`src/rtl/uart_tx.sv`:
```
// uart_tx: byte-wide UART transmitter (1 start, 8 data LSB first, no parity,
// 1 or 2 stop bits) fed by a small FIFO. The serial line comes straight off a flop.
module uart_tx #(
    parameter int NCLKS_PER_BIT = 186,
    parameter int STOP_BITS     = 2,
    parameter int FIFO_DEPTH    = 4
) (
    input  logic       clk,
    input  logic       rst,
    input  logic [7:0] tx_DI,
    input  logic       tx_valid,
    output logic       tx_ready,
    output logic       uart_DO,
    output logic       tx_busy
);
    localparam int CW = (NCLKS_PER_BIT > 1) ? $clog2(NCLKS_PER_BIT) : 1;
    localparam int AW = $clog2(FIFO_DEPTH);

    localparam logic [CW-1:0] LAST_CLK  = CW'(NCLKS_PER_BIT - 1);
    localparam logic [CW-1:0] CLK_ONE   = 1;
    localparam logic [2:0]    LAST_STOP = 3'(STOP_BITS - 1);
    localparam logic [AW-1:0] PTR_ONE   = 1;
    localparam logic [AW:0]   CNT_ONE   = 1;
    localparam logic [AW:0]   FULL_CNT  = FIFO_DEPTH[AW:0];

    typedef enum logic [1:0] {IDLE, START, DATA, STOP} state_t;

    logic [7:0]    r_mem [FIFO_DEPTH];
    logic [AW-1:0] r_wptr, r_rptr;
    logic [AW:0]   r_count;
    logic          r_live;

    state_t        r_state, w_state_nxt;
    logic [CW-1:0] r_clk_cnt, w_clk_cnt_nxt;
    logic [2:0]    r_bit, w_bit_nxt;
    logic [7:0]    r_shift, w_shift_nxt;
    logic          r_do, w_do_nxt;

    logic          w_push, w_pop, w_full, w_empty, w_bit_end;
    logic [7:0]    w_head;

    // ready is held low until the first edge after reset, and whenever full
    assign w_full   = (r_count == FULL_CNT);
    assign w_empty  = (r_count == '0);
    assign tx_ready = r_live & ~w_full;
    assign w_push   = tx_valid & tx_ready;
    assign w_head   = r_mem[r_rptr];
    assign w_bit_end = (r_clk_cnt == LAST_CLK);

    assign uart_DO = r_do;
    assign tx_busy = (r_state != IDLE) | ~w_empty;

    // FIFO storage: written only on an accepted byte, so later tx_DI changes are ignored
    always_ff @(posedge clk) begin
        if (w_push)
            r_mem[r_wptr] <= tx_DI;
    end

    // FIFO pointers and occupancy; push and pop together leave the count unchanged
    always_ff @(posedge clk or posedge rst) begin
        if (rst) begin
            r_wptr  <= '0;
            r_rptr  <= '0;
            r_count <= '0;
            r_live  <= 1'b0;
        end else begin
            r_live <= 1'b1;
            if (w_push)
                r_wptr <= r_wptr + PTR_ONE;
            if (w_pop)
                r_rptr <= r_rptr + PTR_ONE;
            case ({w_push, w_pop})
                2'b10:   r_count <= r_count + CNT_ONE;
                2'b01:   r_count <= r_count - CNT_ONE;
                default: r_count <= r_count;
            endcase
        end
    end

    // FSM state, bit-time counter, bit index, shift register and line flop
    always_ff @(posedge clk or posedge rst) begin
        if (rst) begin
            r_state   <= IDLE;
            r_clk_cnt <= '0;
            r_bit     <= '0;
            r_shift   <= '0;
            r_do      <= 1'b1;
        end else begin
            r_state   <= w_state_nxt;
            r_clk_cnt <= w_clk_cnt_nxt;
            r_bit     <= w_bit_nxt;
            r_shift   <= w_shift_nxt;
            r_do      <= w_do_nxt;
        end
    end

    // next-state: r_bit indexes data bits in DATA and counts stop bits in STOP
    always_comb begin
        w_state_nxt   = r_state;
        w_clk_cnt_nxt = r_clk_cnt;
        w_bit_nxt     = r_bit;
        w_shift_nxt   = r_shift;
        w_pop         = 1'b0;
        case (r_state)
            IDLE: begin
                if (!w_empty) begin
                    w_pop         = 1'b1;
                    w_shift_nxt   = w_head;
                    w_clk_cnt_nxt = '0;
                    w_bit_nxt     = '0;
                    w_state_nxt   = START;
                end
            end
            START: begin
                if (w_bit_end) begin
                    w_clk_cnt_nxt = '0;
                    w_bit_nxt     = '0;
                    w_state_nxt   = DATA;
                end else begin
                    w_clk_cnt_nxt = r_clk_cnt + CLK_ONE;
                end
            end
            DATA: begin
                if (w_bit_end) begin
                    w_clk_cnt_nxt = '0;
                    if (r_bit == 3'd7) begin
                        w_bit_nxt   = '0;
                        w_state_nxt = STOP;
                    end else begin
                        w_bit_nxt = r_bit + 3'd1;
                    end
                end else begin
                    w_clk_cnt_nxt = r_clk_cnt + CLK_ONE;
                end
            end
            STOP: begin
                if (w_bit_end) begin
                    w_clk_cnt_nxt = '0;
                    if (r_bit == LAST_STOP) begin
                        w_bit_nxt = '0;
                        if (!w_empty) begin
                            w_pop       = 1'b1;
                            w_shift_nxt = w_head;
                            w_state_nxt = START;
                        end else begin
                            w_state_nxt = IDLE;
                        end
                    end else begin
                        w_bit_nxt = r_bit + 3'd1;
                    end
                end else begin
                    w_clk_cnt_nxt = r_clk_cnt + CLK_ONE;
                end
            end
            default: w_state_nxt = IDLE;
        endcase
    end

    // output: line value for the upcoming cycle, registered into r_do
    always_comb begin
        case (w_state_nxt)
            START:   w_do_nxt = 1'b0;
            DATA:    w_do_nxt = w_shift_nxt[w_bit_nxt];
            default: w_do_nxt = 1'b1;
        endcase
    end

endmodule
```
`config.mk`:
```
export PLATFORM = sky130hd
export DESIGN_NAME = uart_tx
export DESIGN_NICKNAME = d
export VERILOG_FILES = /design/src/rtl/uart_tx.sv
export SDC_FILE = /design/constraint.sdc
export NUM_CORES = 1
export LEC_CHECK = 0
export BUFFER_PORTS_ARGS = -buffer_cell sky130_fd_sc_hd__buf_2
export CAP_MARGIN = 20
export CORE_MARGIN = 2
export CORE_UTILIZATION = 40
export DETAILED_ROUTE_END_ITERATION = 6
export GPL_ROUTABILITY_DRIVEN = 1
export PLACE_DENSITY = 0.54
export SYNTH_ARGS = -nofsm -noshare
export SYNTH_HDL_FRONTEND = slang
export SYNTH_SLANG_ARGS = --single-unit
```
`constraint.sdc`:
```
create_clock -name clk -period 3.5 [get_ports clk]
set_clock_uncertainty 0.15 [all_clocks]
set_input_delay 0.35 -clock clk [delete_from_list [all_inputs] [get_ports clk]]
set_output_delay 0.35 -clock clk [all_outputs]
set_load 0.03 [all_outputs]
```
== Word-level counts from Yosys, hierarchy flattened ==
Memory sizes are Yosys's and may differ from the RTL's.
Index checks and enable logic that the tools add are counted.

* Register bits after elaboration: 30
* Bits in latches: 0
* Bits in writable memories: 32
* ROM bits: 0
* Input port bits: 11
* Output and inout bits: 3
* Logic and storage cells: 71
* Memories kept: 1

{| class="wikitable"
|+ Memories
! name !! depth !! width !! read ports !! clocked after Yosys merged registers in !! write ports !! RTL line !! text
|-
| r_mem || 4 || 8 || 1 || 0 || 1 || 28 || <nowiki>logic [7:0] r_mem [FIFO_DEPTH];</nowiki>
|}

* Add/subtract/negate cells: 6
* Multiply operators: 0
* Divide/modulo/power cells: 0
* Order comparisons: 1
* Equal/unequal tests: 12
* Shift operators: 0
* Mux-type cells: 32
* Bitwise logic cells: 5
* Reduce and logical (&&, ||, !) cells: 5

{| class="wikitable"
|+ Operator list
! kind !! count
|-
| $mux W8 || 5
|-
| $pmux W8 S2 || 2
|-
| $mux W3 || 6
|-
| $mux W2 || 6
|-
| $pmux W3 S4 || 1
|-
| $add A8 B1 Y8 const B || 1
|-
| $eq A2 B2 Y1 const B || 4
|-
| $eq A8 B8 Y1 const B || 1
|-
| $pmux W2 S4 || 1
|-
| $mux W1 || 7
|-
| $add A3 B1 Y3 const B || 2
|-
| $eq A2 B1 Y1 const B || 3
|-
| $eq A3 B3 Y1 const B || 2
|-
| $pmux W3 S2 || 1
|-
| $add A2 B1 Y2 const B || 2
|-
| $lt A3 B4 Y1 const B || 1
|-
| $pmux W1 S2 || 2
|-
| $reduce_bool A2 Y1 || 2
|-
| $bmux W1 S3 || 1
|-
| $eq A3 B1 Y1 const B || 1
|-
| $logic_not A3 Y1 || 1
|-
| $reduce_or A3 Y1 || 1
|-
| $sub A3 B1 Y3 const B || 1
|-
| $and A1 B1 Y1 || 2
|-
| 4 further kinds || 5
|}

== Logic depth before layout (Yosys ltp) ==
Gate-level depths: netlist of the first run.

* Depth in word-level cells: 8
* Gate-level depth with buffers: 12
* Depth with buffers taken out: 11

== Worst setup path before layout of the first run ==
Ideal clock, no wire load.

* Kind: reg-to-reg
* From: reg r_clk_cnt[1]
* To: reg r_count[2]
* Library setup time: 0.079 ns
* Arrival: 2.552 ns
* Required time: 3.271 ns
* Setup slack: 0.719 ns
* Cell stages (with the launch flop): 13
* Path buffers: 1
* Clock period less this slack: 2.781 ns
* Cell sequence: dfrtp_1 inv_1 ha_1 nand4b_2 nor4_1 o21a_1 buf_2 ha_1 inv_1 fa_1 xor2_1 nor2_1 xor2_1

* Longest elaborated chain between the ends: 5
* Elaborated cells on any way between the ends: 7
* Those cells by class: eq/ne (3); mux (3); reduce/logical (1)

{| class="wikitable"
|+ Ends and longest elaborated chain
! element !! RTL line !! text
|-
| from (decl) || 34 || <nowiki>logic [CW-1:0] r_clk_cnt, w_clk_cnt_nxt;</nowiki>
|-
| from (signal assigned) || 90 || <nowiki>r_clk_cnt <= w_clk_cnt_nxt;</nowiki>
|-
| $eq A8 B8 Y1 * || 48 || <nowiki>assign w_bit_end = (r_clk_cnt == LAST_CLK);</nowiki>
|-
| $mux W1 * || 137 || <nowiki>if (w_bit_end) begin</nowiki>
|-
| $pmux W1 S2 * || 104 || <nowiki>case (r_state)</nowiki>
|-
| net w_pop || 39 || <nowiki>logic w_push, w_pop, w_full, w_empty, w_bit_end;</nowiki>
|-
| $eq A2 B1 Y1 or $eq A2 B2 Y1 (tied branches) || 72 || <nowiki>case ({w_push, w_pop})</nowiki>
|-
| $pmux W3 S2 or $reduce_bool A2 Y1 (tied branches) || -- ||
|-
| to (signal assigned) || 73 || <nowiki>2'b10: r_count <= r_count + CNT_ONE;</nowiki>
|-
| to (signal assigned) || 74 || <nowiki>2'b01: r_count <= r_count - CNT_ONE;</nowiki>
|-
| to (signal assigned) || 75 || <nowiki>default: r_count <= r_count;</nowiki>
|-
| to (decl) || 30 || <nowiki>logic [AW:0] r_count;</nowiki>
|}

Mark *: on every way through the listed nets, which the timed path passes. The rest lies on a longest branch.
A chain may end at the register's enable or synchronous reset.

== Worst setup path after layout of the first run ==
* From: reg r_clk_cnt[1]
* To: reg r_do (netlist: uart_DO)

* Longest elaborated chain between the ends: 6
* Elaborated cells on any way between the ends: 16
* Those cells by class: eq/ne (3); mux (13)

{| class="wikitable"
|+ Ends and longest elaborated chain
! element !! RTL line !! text
|-
| $eq A8 B8 Y1 * || 48 ||
|-
| $mux W3, on equally long branches || 137, 115, 124 ||
|-
| $pmux W3 S4 * || 104 ||
|-
| net w_bit_nxt[0] || 35 || <nowiki>logic [2:0] r_bit, w_bit_nxt;</nowiki>
|-
| $bmux W1 S3 * || 163 || <nowiki>DATA: w_do_nxt = w_shift_nxt[w_bit_nxt];</nowiki>
|-
| $mux W1 (implied by the code) * || 163 ||
|-
| $pmux W1 S2 * || 161 || <nowiki>case (w_state_nxt)</nowiki>
|-
| net w_do_nxt || 37 || <nowiki>logic r_do, w_do_nxt;</nowiki>
|-
| to (signal assigned) || 93 || <nowiki>r_do <= w_do_nxt;</nowiki>
|-
| to (decl) || 37 ||
|}

Mark *: on every way through the listed nets, which the timed path passes. The rest lies on a longest branch. The select of a mux whose other input is x is not followed.

==> results of run 1 <==
-- what timing repair did --
| item | 4_1_cts | 5_1_grt |
|---|---|---|
| hold buffers | 1 | 0 |
| setup buffers | 0 | 0 |
| hold endpoints to repair | 6 | 0 |
| gates resized for setup | 0 | 0 |
-- path summary, 6_finish.rpt --
kind                            depth (start not counted)                startpoint  slack [ns]                       end
worst min-delay path                                    1                  tx_DI[6]        0.07     r_mem[3][6]$_DFFE_PP_
min in group asynchronous                               3                       rst        0.33  r_clk_cnt[3]$_DFFE_PP0P_
worst max register to register                          9  r_clk_cnt[1]$_DFFE_PP0P_        0.53         uart_DO$_DFF_PP1_
worst max-delay path                                    9  r_clk_cnt[1]$_DFFE_PP0P_        0.53         uart_DO$_DFF_PP1_
worst min register to register                          1    r_count[0]$_DFFE_PP0P_        0.34    r_count[0]$_DFFE_PP0P_
max in group asynchronous                               4                       rst        2.18         uart_DO$_DFF_PP1_
-- per-layer routing --
layer,routed length (um),track usage [%],share of wire [%],up-vias
li1,-,-,-,976
met3,188,3.20,3.2,7
met5,0,0,0,-
met2,2710,23.5,47,33
met1,2810,21.1,48,939
met4,97,7.46,1.7,0
-- cell usage in the layout (no fill, tap or decap), drive strengths merged, types with 4 or more instances in the layout --
| cell | netlist | routed |
|---|---|---|
| mux4 | 8 | 8 |
| xnor2 | 4 | 4 |
| inv | 16 | 19 |
| a21oi | 4 | 4 |
| nor2 | 15 | 15 |
| buf | 3 | 20 |
| nor3 | 7 | 7 |
| edfxtp | 32 | 32 |
| ha | 16 | 16 |
| dfrtp | 29 | 29 |
| and3 | 6 | 6 |
| or3 | 6 | 6 |
| clkbuf | 6 | 9 |
| nand2 | 12 | 12 |
| nor2b | 6 | 6 |
| o21ai | 13 | 13 |
-- area by class of cell --
class | instances | area share [%]
clock buffers | 9 | 3.54
clock inverters | 7 | 1.57
inverters | 16 | 1.72
multi-input cells | 161 | 37.0
flip-flops and latches | 62 | 48.9
well taps | 102 | 3.65
repair buffers | 21 | 3.65
-- power by group through the flow --
stage	registers, mW	logic, mW	clock network, mW
2_1_floorplan	0.883	0.129	0
4_1_cts	0.878	0.191	0.581
3_5_place_dp	0.893	0.190	0
5_1_grt	0.887	0.215	0.616
6_report	0.877	0.186	0.564
3_3_place_gp	0.892	0.183	0
-- logic make-up after synthesis --
| family | count (synthesis) | synth area share, % |
|---|---|---|
| AND/OR/NAND/NOR | 72 | 12.6 |
| buffers and inverters | 25 | 3.30 |
| flip-flops | 62 | 55.1 |
| AO/OA/AOI/OAI | 52 | 12.7 |
| other | 1 | 0.121 |
| multiplexers | 12 | 7.16 |
| XOR/XNOR | 7 | 1.97 |
| adder cells (fa/ha/maj) | 17 | 7.08 |
-- per-stage QoR --
step | setup WS, ns | area (sq um) | total power [mW]
detailed placement | 0.556 | 3310 | 1.08
global route | 0.311 | 3500 | 1.72
global placement | 0.628 | 3310 | 1.08
floorplan | 0.719 | 3110 | 1.01
CTS | 0.510 | 3500 | 1.65
finish | 0.527 | 3500 | 1.63
-- flip-flops by register name, summed over array words and instances (netlist names) --
signal and cells:
r_wptr 2, r_shift 8, r_bit 3, r_state 2, r_clk_cnt 8, r_mem 32
r_rptr 2, r_count 3, uart_DO 1, r_live 1
-- synthesized netlist by cell type (all sizes together), types with 2 or more instances --
| master | n |
|---|---|
| clkbuf | 6 |
| or2 | 2 |
| nor2 | 15 |
| o32a | 2 |
| dfrtp | 29 |
| and2 | 3 |
| nor3 | 7 |
| nand2b | 3 |
| nand3 | 3 |
| a21o | 3 |
| a22oi | 2 |
| mux2i | 2 |
| nor3b | 2 |
| a211oi | 2 |
| xnor2 | 4 |
| inv | 16 |
| or3 | 6 |
| nand4 | 2 |
| nand2 | 12 |
| xor2 | 3 |
| edfxtp | 32 |
| o21ai | 13 |
| mux2 | 2 |
| nand3b | 2 |
| a2111oi | 2 |
| o21a | 2 |
| a21oi | 4 |
| o22ai | 2 |
| nor2b | 6 |
| buf | 3 |
| o31ai | 3 |
| mux4 | 8 |
| and3 | 6 |
| a32o | 2 |
| ha | 16 |
-- critical path, cell delays in order, from the launching register on --
cell	delay, ns
dfrtp_1	0.39
inv_1	0.07
ha_1	0.16
nand4b_2	0.16
or2_1	0.39
or4_4	0.53
a32oi_4	0.29
a2111oi_0	0.12
a2111oi_1	0.39
a311o_1	0.24
==> flow_summary.ini, run 1 <==
[outcome]
status = finished, final reports clean

[yosys]
ys_ff_latch = 62
synth-edff-count = 32
syn_area_sq_um = 3110
synthCells = 248
synth_area_leaders = edfxtp_1 31%, dfrtp_1 23%, ha_1 6.4%, mux4_2 5.8%, o21ai_0 2.1%
yosys.area.top_type = edfxtp_1
syn_avg_cell_area_sq_um = 12.5
synth.top_cell.area_share_pct = 30.9
synth_cell_types = 61
async_reset_ff_share_pct = 48.4
ys_seq_area_share_pct = 55.1
syn-num-nets = 276
synth_warnings = 0
synthFlopType = edfxtp_1

[floorplan]
fp-row-count = 32
core-area_sq_um = 7650
dieWidth_um = 92.2
fp.dieH_um = 92.2
io_pins = 14
dieArea_sq_um = 8490
initial_core_util_pct = 40.7

[power_and_ir_drop]
power_density_nw_per_um2 = 465
p_comb_share_pct = 11.4
peakVddDrop_v = 0.000289
switching_share_pct = 27.5
power_leakage_nw = 1.41
clockPowerShare_pct = 34.7
power_frac_seq_pct = 53.9
switching_power_uw = 448
internal_power_mw = 1.18

[timing]
post-route-period-util_pct = 84.9
tns_ns = 0
grt_setup_unrepaired = false
layout_min_cycle_time_ns = 2.97
slew_headroom_pct = 66.5
drv_slew = 0
setup_viol = 0
fmax_ghz = 0.336
finalHoldViolations = 0
holdWs_ns = 0.0710
max_slew.worst_pin.slew_ns = 0.499

[global_routing]
grt_pass1_vias = 1975
grt-ovfl-total = 0
grt_usage_pct = 15.4
grt_max_degree = 25
grt_pass1_wl_um = 9950
grt_antenna_before_repair = 0

[final_layout]
layout-drive-gt1-share_pct = 18.8
finalNonFillerCells = 378
seq_area_sq_um = 1710
diodes = 0
multi_input_area_sq_um = 1290
final_util_pct = 45.8
fin_nets = 299
area_growth_pct = 12.6
n_fill_cell = 708

[critical_path]
cp_max_fo = 9
startpoint_type = flop
required_ns = 3.62
worst-setup-path-type = reg -> reg
arrival_ns = 3.10
cp-end-kind = flop

[clock_tree]
cts.path.max_buffers = 2
clk_latency_ns = 0.34
cts_tree = done
numCtsBuffers = 9
clk_pin_slew_ns = 0.08
cts_num_sinks = 62
cts_root_buffer = clkbuf_8
htreeDepth = 3

[placement]
hpwl_um = 4240
portBuffers = 13
place_inst = 361
routabilityCongestion = 0.814

[route]
firstDrtPassIters = 4
vias_per_cell = 5.17
finalWirelength_um = 5810
wl_per_cell_um = 15.4
drc = 0
vias = 1955
drtIter0Drc = 85
route.antenna.remaining_nets = 0

[worst_hold_path]
hold_class = in -> reg

[flow_run]
maxCapViolations = 0
No activity file was read; power rests on OpenSTA's default activity.
==> run 2, diff against run 1 <==
--- a/config.mk
+++ b/config.mk
@@ -11,7 +11,7 @@
 export CORE_UTILIZATION = 40
 export DETAILED_ROUTE_END_ITERATION = 6
 export GPL_ROUTABILITY_DRIVEN = 1
-export PLACE_DENSITY = 0.54
+export PLACE_DENSITY = 0.56
 export SYNTH_ARGS = -nofsm -noshare
 export SYNTH_HDL_FRONTEND = slang
 export SYNTH_SLANG_ARGS = --single-unit
==> constraint.sdc (replaced) <==
create_clock -name clk -period 2.6 [get_ports clk]
set_clock_uncertainty 0.15 [all_clocks]
set_input_delay 0.26 -clock clk [delete_from_list [all_inputs] [get_ports clk]]
set_output_delay 0.26 -clock clk [all_outputs]
set_load 0.03 [all_outputs]
==> flow_summary.ini, run 2 (synthesis results as in run 1) <==
[outcome]
status = finished, violations left
violations = negative setup slack

[power_and_ir_drop]
switching_power_uw = 567
switching_share_pct = 25.3
power_leakage_nw = 1.73
clockPowerShare_pct = 35.8
power_frac_seq_pct = 52.6
internal_power_mw = 1.68
power_density_nw_per_um2 = 545
p_comb_share_pct = 11.5
peakVddDrop_v = 0.000373
power_mw = 2.24

[timing]
layout_min_cycle_time_ns = 2.66
grt_setup_unrepaired = true
post-route-period-util_pct = 102
setup_viol = 1
fmax_ghz = 0.376
finalHoldViolations = 0
holdWs_ns = 0.156
drv_slew = 0
finalWorstSetupSlack_ns = -0.0631

[critical_path]
startpoint = r_bit[0]$_DFF_PP0_
cp_max_fo = 4
crit_slowest_cell = or4_4
cp-end-kind = flop
rr_worst_depth = 10
cp_slowest_stage_delay_ns = 0.50
worst-setup-path-type = reg -> reg
required_ns = 2.70
arrival_ns = 2.76
startpoint_type = flop
r2r_start = r_bit[0]$_DFF_PP0_
path_cells = ha_2 -> ha_4 -> nor2b_4 -> o22ai_2 -> or4_4 -> a32oi_4 -> buf_6 -> nor3b_4 -> a2111oi_4 -> a311o_1

[clock_tree]
htreeDepth = 3
cts_root_buffer = clkbuf_8
clk_pin_slew_ns = 0.07
cts_tree = done
cts_num_sinks = 62
cts.path.max_buffers = 2
numCtsBuffers = 9
clk_latency_ns = 0.32

[route]
vias = 2241
firstDrtPassIters = 4
drtIter0Drc = 114
vias_per_cell = 5.18
wl_per_cell_um = 15.1
drc = 0
route.antenna.remaining_nets = 0
finalWirelength_um = 6530

[floorplan]
dieWidth_um = 92.2
io_pins = 14
fp-row-count = 32
core-area_sq_um = 7650
dieArea_sq_um = 8490
initial_core_util_pct = 40.7
fp.dieH_um = 92.2

[final_layout]
fin_nets = 354
n_fill_cell = 677
final_common_cell = buf_4
area_growth_pct = 32.5
layout_common_cells = 50 x buf_4, 32 x edfxtp_1, 28 x dfrtp_1
reg_top3 = r_mem x32, r_clk_cnt x8, r_shift x8
largest_reg_flops = 32
layout-drive-gt1-share_pct = 36.9
largest_register = r_mem
final_util_pct = 53.9
diodes = 0

[global_routing]
grt_pass1_vias = 2284
grt_usage_pct = 16.9
grt_pass1_wl_um = 11000
grt_antenna_before_repair = 0
grt_max_degree = 26
grt-ovfl-total = 0

[worst_hold_path]
min_from = tx_valid
hold_class = in -> reg
min_path_cells = 3

[placement]
routabilityCongestion = 0.788
portBuffers = 13
hpwl_um = 4540
pre_cts_ws_ns = -0.148

[flow_run]
maxCapViolations = 0
## run 2: cell types whose count changed in the layout (fill, tap and decap cells not counted), moves of 4 or more
cell | before | now
buf_4 | 7 | 50
dlygate4sd3_1 | 1 | 9
ha_1 | 16 | 10
buf_6 | 0 | 4
ha_4 | 0 | 4
## run 2: path summary, 6_finish.rpt
kind / end / slack [ns]
max in group asynchronous: uart_DO$_DFF_PP1_ / 1.42
max: uart_DO$_DFF_PP1_ / -0.06
min: r_wptr[0]$_DFFE_PP0P_ / 0.16
max reg2reg: uart_DO$_DFF_PP1_ / -0.06
min in group asynchronous: r_clk_cnt[5]$_DFFE_PP0P_ / 0.23
min reg2reg: r_count[0]$_DFFE_PP0P_ / 0.35
## run 2: area by class of cell
class | count | area [sq um] | share of cell area (%)
Inverter | 16 | 60.1 | 1.46
Tap cell | 102 | 128 | 3.10
Timing Repair Buffer | 76 | 576 | 14.0
Multi-Input combinational cell | 161 | 1450 | 35.3
Sequential cell | 62 | 1710 | 41.6
Clock buffer | 9 | 124 | 3.01
Clock inverter | 7 | 65.1 | 1.58
## run 2: layer usage
layer | wire length (um) | vias to the layer above | track usage, %
li1 | - | 1083 | -
met1 | 3070 | 1113 | 21.7
met2 | 3210 | 41 | 28.3
met3 | 205 | 4 | 4.19
met4 | 42 | 0 | 5.22
met5 | 0 | - | 0
## run 2: repair_timing
item	4_1_cts	5_1_grt
buffers inserted	7	1
pin swaps	8	4
hold buffers	9	0
endpoints found under the hold margin	35	0
endpoints found under the setup margin	2	2
resized for setup	14	20
## run 2: worst max-delay path, delay by kind of cell, from the launching register on
family | cells | cell delay, ns
AOI/OAI and AO/OA | 4 | 0.66
adders and majority gates | 2 | 0.39
buffers and inverters | 1 | 0.16
DFF | 1 | 0.41
and+or+nand+nor | 3 | 0.83
## run 2: through the flow
step,cells,setup TNS [ns],area [sq um]
2_1_floorplan,248,-0.0816,3140
3_3_place_gp,400,-0.151,3630
3_5_place_dp,400,-0.206,3630
4_1_cts,432,-0.0506,4020
5_1_grt,433,-0.240,4120
6_report,433,-0.0631,4120
## run 2: power groups by stage
stage / logic, mW / clock network (mW) / registers, mW
2_1_floorplan: 0.174 / 0 / 1.19
3_3_place_gp: 0.242 / 0 / 1.20
3_5_place_dp: 0.248 / 0 / 1.20
4_1_cts: 0.262 / 0.828 / 1.18
5_1_grt: 0.299 / 0.877 / 1.19
6_report: 0.259 / 0.804 / 1.18
